**config.mk**
```make
export PLATFORM = sky130hd
export DESIGN_NAME = nonrestoring_divider
export DESIGN_NICKNAME = d
export VERILOG_FILES = /design/src/rtl/nonrestoring_divider.sv
export SDC_FILE = /design/constraint.sdc
export NUM_CORES = 1
export LEC_CHECK = 0
export BUFFER_PORTS_ARGS = -buffer_cell sky130_fd_sc_hd__buf_2
export CORE_ASPECT_RATIO = 1.25
export CORE_MARGIN = 2
export CORE_UTILIZATION = 51
export DETAILED_ROUTE_END_ITERATION = 8
export GPL_TIMING_DRIVEN = 0
export PLACE_DENSITY = 0.72
export SLEW_MARGIN = 40
export SYNTH_ARGS = -nofsm -noshare
export SYNTH_HDL_FRONTEND = slang
export SYNTH_SLANG_ARGS = --single-unit
```
**constraint.sdc**
```tcl
create_clock -name clk -period 5.3 [get_ports clk]
set_clock_uncertainty 0.15 [all_clocks]
set_input_delay 1.06 -clock clk [delete_from_list [all_inputs] [get_ports clk]]
set_output_delay 1.06 -clock clk [all_outputs]
set_load 0.01 [all_outputs]
```
**src/rtl/nonrestoring_divider.sv**
```systemverilog
// Sequential signed divider: 32-bit dividend / 16-bit divisor -> 16-bit quotient and remainder.
// One quotient bit per cycle on unsigned magnitudes, then sign fix-up with saturation.
module nonrestoring_divider (
    input  logic        clk,
    input  logic        rst,
    input  logic        start,
    input  logic [31:0] dividend,
    input  logic [15:0] divisor,
    output logic [15:0] quotient,
    output logic [15:0] remainder,
    output logic        busy,
    output logic        done,
    output logic        div_by_zero,
    output logic        overflow
);

    typedef enum logic [1:0] {IDLE, CALC, FIX, ZERO} state_t;

    state_t      state, state_nx;
    logic [31:0] dvd;       // dividend magnitude, shifted out MSB first; quotient bits shift in
    logic [15:0] dsr;
    logic [15:0] rem;
    logic [4:0]  cnt;
    logic        sign_a, sign_b;

    // Unsigned magnitudes: -2^31 and -2^15 negate to 2^31 and 2^15, which fit
    // exactly as unsigned values, so the most negative operands cannot wrap.
    logic [31:0] dividend_mag;
    logic [15:0] divisor_mag;
    assign dividend_mag = dividend[31] ? 32'd0 - dividend : dividend;
    assign divisor_mag  = divisor[15]  ? 16'd0 - divisor  : divisor;

    logic [16:0] rem_sh;
    logic        ge;
    logic [15:0] rem_sub;
    assign rem_sh  = {rem, dvd[31]};
    assign ge      = rem_sh >= {1'b0, dsr};
    assign rem_sub = rem_sh[15:0] - dsr;

    logic neg_q, q_ovf;
    assign neg_q = sign_a ^ sign_b;
    assign q_ovf = neg_q ? (dvd > 32'd32768) : (dvd > 32'd32767);

    always_ff @(posedge clk) begin
        if (rst) state <= IDLE;
        else     state <= state_nx;
    end

    // NOTE: every output of this block gets a default first so no path leaves it unassigned (no latch).
    always_comb begin
        state_nx = state;
        busy     = 1'b1;
        case (state)
            IDLE: begin
                busy = 1'b0;
                if (start) state_nx = (divisor == 16'd0) ? ZERO : CALC;
            end
            CALC:    if (cnt == 5'd31) state_nx = FIX;
            FIX:     state_nx = IDLE;
            ZERO:    state_nx = IDLE;
            default: state_nx = IDLE;
        endcase
    end

    // NOTE: state-holding registers use non-blocking assignments so every register samples pre-edge values.
    always_ff @(posedge clk) begin
        if (rst) begin
            dvd         <= '0;
            dsr         <= '0;
            rem         <= '0;
            cnt         <= '0;
            sign_a      <= 1'b0;
            sign_b      <= 1'b0;
            quotient    <= '0;
            remainder   <= '0;
            done        <= 1'b0;
            div_by_zero <= 1'b0;
            overflow    <= 1'b0;
        end else begin
            done <= 1'b0;
            case (state)
                IDLE: if (start) begin
                    sign_a <= dividend[31];
                    sign_b <= divisor[15];
                    dvd    <= dividend_mag;
                    dsr    <= divisor_mag;
                    rem    <= '0;
                    cnt    <= '0;
                end
                CALC: begin
                    rem <= ge ? rem_sub : rem_sh[15:0];
                    dvd <= {dvd[30:0], ge};
                    cnt <= cnt + 5'd1;
                end
                FIX: begin
                    done        <= 1'b1;
                    div_by_zero <= 1'b0;
                    overflow    <= q_ovf;
                    if (q_ovf) begin
                        quotient  <= neg_q ? 16'h8000 : 16'h7FFF;
                        remainder <= '0;
                    end else begin
                        quotient  <= neg_q  ? 16'd0 - dvd[15:0] : dvd[15:0];
                        remainder <= sign_a ? 16'd0 - rem : rem;
                    end
                end
                ZERO: begin
                    done        <= 1'b1;
                    div_by_zero <= 1'b1;
                    overflow    <= 1'b0;
                    quotient    <= sign_a ? 16'h8000 : 16'h7FFF;
                    remainder   <= '0;
                end
                default: ;
            endcase
        end
    end

endmodule

```
# --- After elaboration in Yosys (flattened, before gate mapping) ---
# Cells that the tools add are included.
word_totals:
  register_bits: 108
  inputBits: 51
  output_inout_bits: 36
  word_cells: 62
op_classes:
  add_sub_neg: 6
  order_cmp: 3
  eq_ne: 6
  mux: 26
  bitwise: 1
  reduce_logical: 8
op_table:
  columns: ["cell", "count"]
  rows:
  - ["16-bit two-way mux", 9]
  - ["16-bit case mux with 2 select lines", 3]
  - ["32-bit two-way mux", 2]
  - ["32-bit case mux with 2 select lines", 1]
  - ["1-bit by 16-bit subtractor with 16-bit output, first input constant", 3]
  - ["32-bit by 15-bit greater-than comparator with 1-bit output, second input constant", 1]
  - ["32-bit by 16-bit greater-than comparator with 1-bit output, second input constant", 1]
  - ["1-bit by 32-bit subtractor with 32-bit output, first input constant", 1]
  - ["17-bit by 16-bit >= comparator with 1-bit output", 1]
  - ["16-bit zero test", 1]
  - ["16-bit subtractor", 1]
  - ["5-bit case mux with 2 select lines", 1]
  - ["2-bit two-way mux", 3]
  - ["2-bit case mux with 3 select lines", 1]
  - ["2-bit AND reduction", 3]
  - ["5-bit by 1-bit adder with 5-bit output, second input constant", 1]
  - ["5-bit == test, second input constant", 1]
  - ["5-bit two-way mux", 1]
  - ["2-bit == test, second input constant", 2]
  - ["2-bit inequality test, second input constant", 2]
  - ["1-bit case mux with 2 select lines", 2]
  - ["2-bit nonzero test", 2]
  - ["1-bit two-way mux", 3]
  - ["2-bit by 1-bit == test with 1-bit output, second input constant", 1]
  - ["3 further kinds", 3]

# --- Depth between registers and ports, before layout ---
depth:
  word_depth: 4
  ltp_mapped: 11
  mapped_depth_nobuf: 11

# --- Worst setup path after synthesis ---
# No wires, ideal clock.
synth_timing:
  path_kind: "input -> register"
  from: "in dividend[18]"
  to: "reg dvd[30]"
  setup_time_ns: 0.128
  arrival_time_ns: 3.059
  required_ns: 5.022
  setup_slack_ns: 1.963
  stages: 7
  path_buffers: 0
  cell_sequence: "or3_4 or4_4 o41ai_1 o21ai_0 xor2_1 a222oi_1 nor2_1"
synth_via:
  elab_chain_cells: 4
synth_lines:
  columns: ["item", "line", "text"]
  rows:
  - ["start: declaration", "7", "input logic [31:0] dividend,"]
  - ["1-bit by 32-bit subtractor with 32-bit output", "30", "assign dividend_mag = dividend[31] ? 32'd0 - dividend : dividend;"]
  - ["32-bit two-way mux", "30", null]
  - ["32-bit two-way mux", "82", "IDLE: if (start) begin"]
  - ["32-bit case mux with 2 select lines", "81", "case (state)"]
  - ["end signal: assignment", "85", "dvd <= dividend_mag;"]
  - ["end signal: assignment", "92", "dvd <= {dvd[30:0], ge};"]
  - ["end: declaration", "20", "logic [31:0] dvd;"]
# No other way between the ends. The select of a mux whose other input is x is not followed.
# A chain may end at the register's enable or synchronous reset.

# --- Worst setup path in the final report ---
layout_timing:
  from: "in dividend[4]"
  to: "reg dvd[30]"
# Same word-level chain as after synthesis.

==> impl_results.md <==
* Final net count at around 1000
* Placed cell areas at between 7000 and 8000 um2
* Rel. slew slack at roughly half
* Cell taking the most area after synthesis: dfxtp_1
* Skew-Pair Late Insertion Delay at 360 ps
* Asr flop ratio synth at 0%
* Initial antenna violation count at 0
* Number of core rows at between 40 and 50
* First-pass GRT wire length at about 31 mm
* Number of global-route vias before repair at 6544
* Slowest CP cell: nor4_1
* Sequential share of the synthesized area at ~32%
* # diodes at 0
* Post-CTS Hold Fix Bufs at 0
* Die area at around 14000 um2
* Total stage count of the critical path at 8
* CTS tree: yes
* Crit path DAT at 3490 ps
* First-pass iteration count of the detailed router at 5
* GPL Wtd Cong at approximately 0.9
* Drt wl/cell at 17.0 um
* Fin. Hold Viols at 0
* CTS buffer count at 9
* DRT iter0 DRCs at between 500 and 600
* Synth warn at 0
* Max H-tree Level at 3
* RSZ-0062 raised after global routing: no
* Most common cell in the netlist: nor2_1
* CP delay by family, top: compound AO/OA/AOI/OAI gates
* Post-route setup TNS at 0 ps
* CP bufs+invs at 1
* Setup bufs post-CTS at 0
* Via density at 5.98
* CTS clk-pin slew, worst paths at around 70 ps
* Register area at around 2200 um2
* Gate Count Post-Synth at 857
* Min Tclk post-route at 3410 ps
* Post-synth EDFFs at 0
* Top post-synthesis cells by count: nor2_1 (116), dfxtp_1 (108), nand2_1 (80)
* Tcrit/Tclk final at between 60% and 70%
* Vias at between 6000 and 7000
* Synth top area share at roughly a third
* FF+latch count, synth at approximately 110
* # IOs at just under 90
* Synthesized net count at 931
* Place WS at approximately 1500 ps
* Peak VDD IR at ~0.28 mV
* Min-Delay Path Class: flop to flop
* Worst Tran Pin Value at 720 ps
* Fin area at ~7600 um2
* Fillers at 1236
* Max Cap Viol at 0
* Layout area overhead at 13.6%
* Highest clock rate at slightly below 0.3 GHz
* Worst Path Required at 5380 ps
* Main synth FF type: dfxtp_1
* Crit path kind: input port to flop
* Lkg Pwr at a little over 3 nW
* Average cell area after synthesis at 7.83 um2
* Distinct cell type count after synthesis at 63
* Starting density of the core at 52.5%
* Final Slew Violations at 0
* WL final at roughly 19 mm
* Synth top area cells: dfxtp_1 (32%), nor2_1 (6.5%), xnor2_1 (6.3%)
* Root buffer cell: clkbuf_16
* Largest net degree at the start of global routing at 18
* Setup crit start kind: input port
* Die Span Y at between 100 and 150 um
* Syn Std Cell Area at roughly 6700 um2
* Clock Path Buffers at 2
* # DRC at 0
* GRT Residual Overflow at 0
* Total GRT Usage at 27.2%
* Crit-path max FO at 5
* Crit. End Element: flop
* Clock Sinks at around 110
* Pwr/cell area at approximately 400 nW/um2
* Worst-path cell chain: buf_2, nor4_1, nand2_1, o41ai_1, o21ai_0, xor2_1, a222oi_1, nor2_1
* Area of the multi-input gates at approximately 4200 um2
* Resized cells post-CTS at 0
* R2r setup slk at approximately 2100 ps
* DP Wirelength at ~15 mm
* Reg2reg path depth at 11
* CP max stage delay at around 650 ps
* WHS Path Cells at 2
* Antenna viol nets, final at 0
* Port bufs at 84
* Width of the die at approximately 110 um
* CORE AREA at approximately 13000 um2
* Number of setup violations in the final report at 0
* Status: complete, no violations
* Share of layout cells above drive strength 1 at a little under an eighth
* Final worst setup slack at ~1900 ps
[per-stage QoR]
stage                     instances  total power, mW  hold slack, ps  utilization [%]
after floorplan                 857             2.02             290                -
after global placement         1109             2.34             299             57.5
after detailed placement       1109             2.36             300             57.5
after CTS                      1124             3.00             311             59.7
after global routing           1124             3.22             339             59.7
final                          1124             3.02             309             59.7
[path summary, 6_finish.rpt]
path | startpoint | end
setup / recovery | dividend[4] | dvd[30]
hold / removal | overflow | overflow
hold reg to reg | overflow | overflow
setup reg to reg | dsr[10] | rem[8]
[cell families after synthesis]
family / share of synthesized area (%)
buf+inv: 5.46
compound gates: 25.1
xor+xnor: 10.2
fa+ha+maj: 4.40
mux: 1.64
simple gates: 21.0
flops: 32.2
[flip-flops by register name, summed over array words and instances (netlist names)]
signal       flops
dvd             32
dsr             16
quotient        16
rem             16
remainder       16
cnt              5
state            2
div_by_zero      1
done             1
overflow         1
sign_a           1
sign_b           1
[cells in the final DEF (no fill, tap or decap), types with 14 or more instances in the layout]
cell,n
a211oi_1,16
inv_1,38
nand2_1,80
ha_1,22
xnor2_1,48
o31ai_1,20
buf_2,86
dfxtp_1,108
nor4_1,14
a21oi_1,48
nor3_1,20
o21ai_0,44
a22oi_1,26
nor2_1,116
clkbuf_1,46
a222oi_1,19
xor2_1,30
[layer usage]
metal | wire length [um] | vias to the layer above | share of wire [%] | track usage (%)
li1 | - | 3316 | - | -
met1 | 8040 | 3169 | 42 | 32.0
met2 | 9890 | 200 | 52 | 50.2
met3 | 796 | 37 | 4.2 | 4.35
met4 | 420 | 0 | 2.2 | 8.01
met5 | 0 | - | 0 | 0
[layout make-up]
class                      instances  share of cell area, %
sequential                       108                   28.3
timing repair buffer              84                   5.51
inverter                          39                   1.92
tap                              168                   2.76
clock buffer                      11                   3.31
buffer                            55                   2.89
clock inverter                     4                  0.426
multi-input combinational        655                   54.9
[power breakdown]
part           leakage, nW  internal, mW  switching (mW)
logic                 2.01         0.560           0.815
clock network        0.134         0.345           0.317
registers            0.880         0.881           0.104
total                 3.03          1.79            1.24
[worst reg2reg max path: stages (launching register included)]
cell	delay, ps
dfxtp_1	350
inv_1	50
ha_1	260
clkbuf_1	320
a21o_1	200
a21o_1	110
a21oi_1	70
o21ai_0	270
nand2b_1	230
clkbuf_1	520
o21ai_0	260
a32o_1	310
No activity file was read; power rests on OpenSTA's default activity.
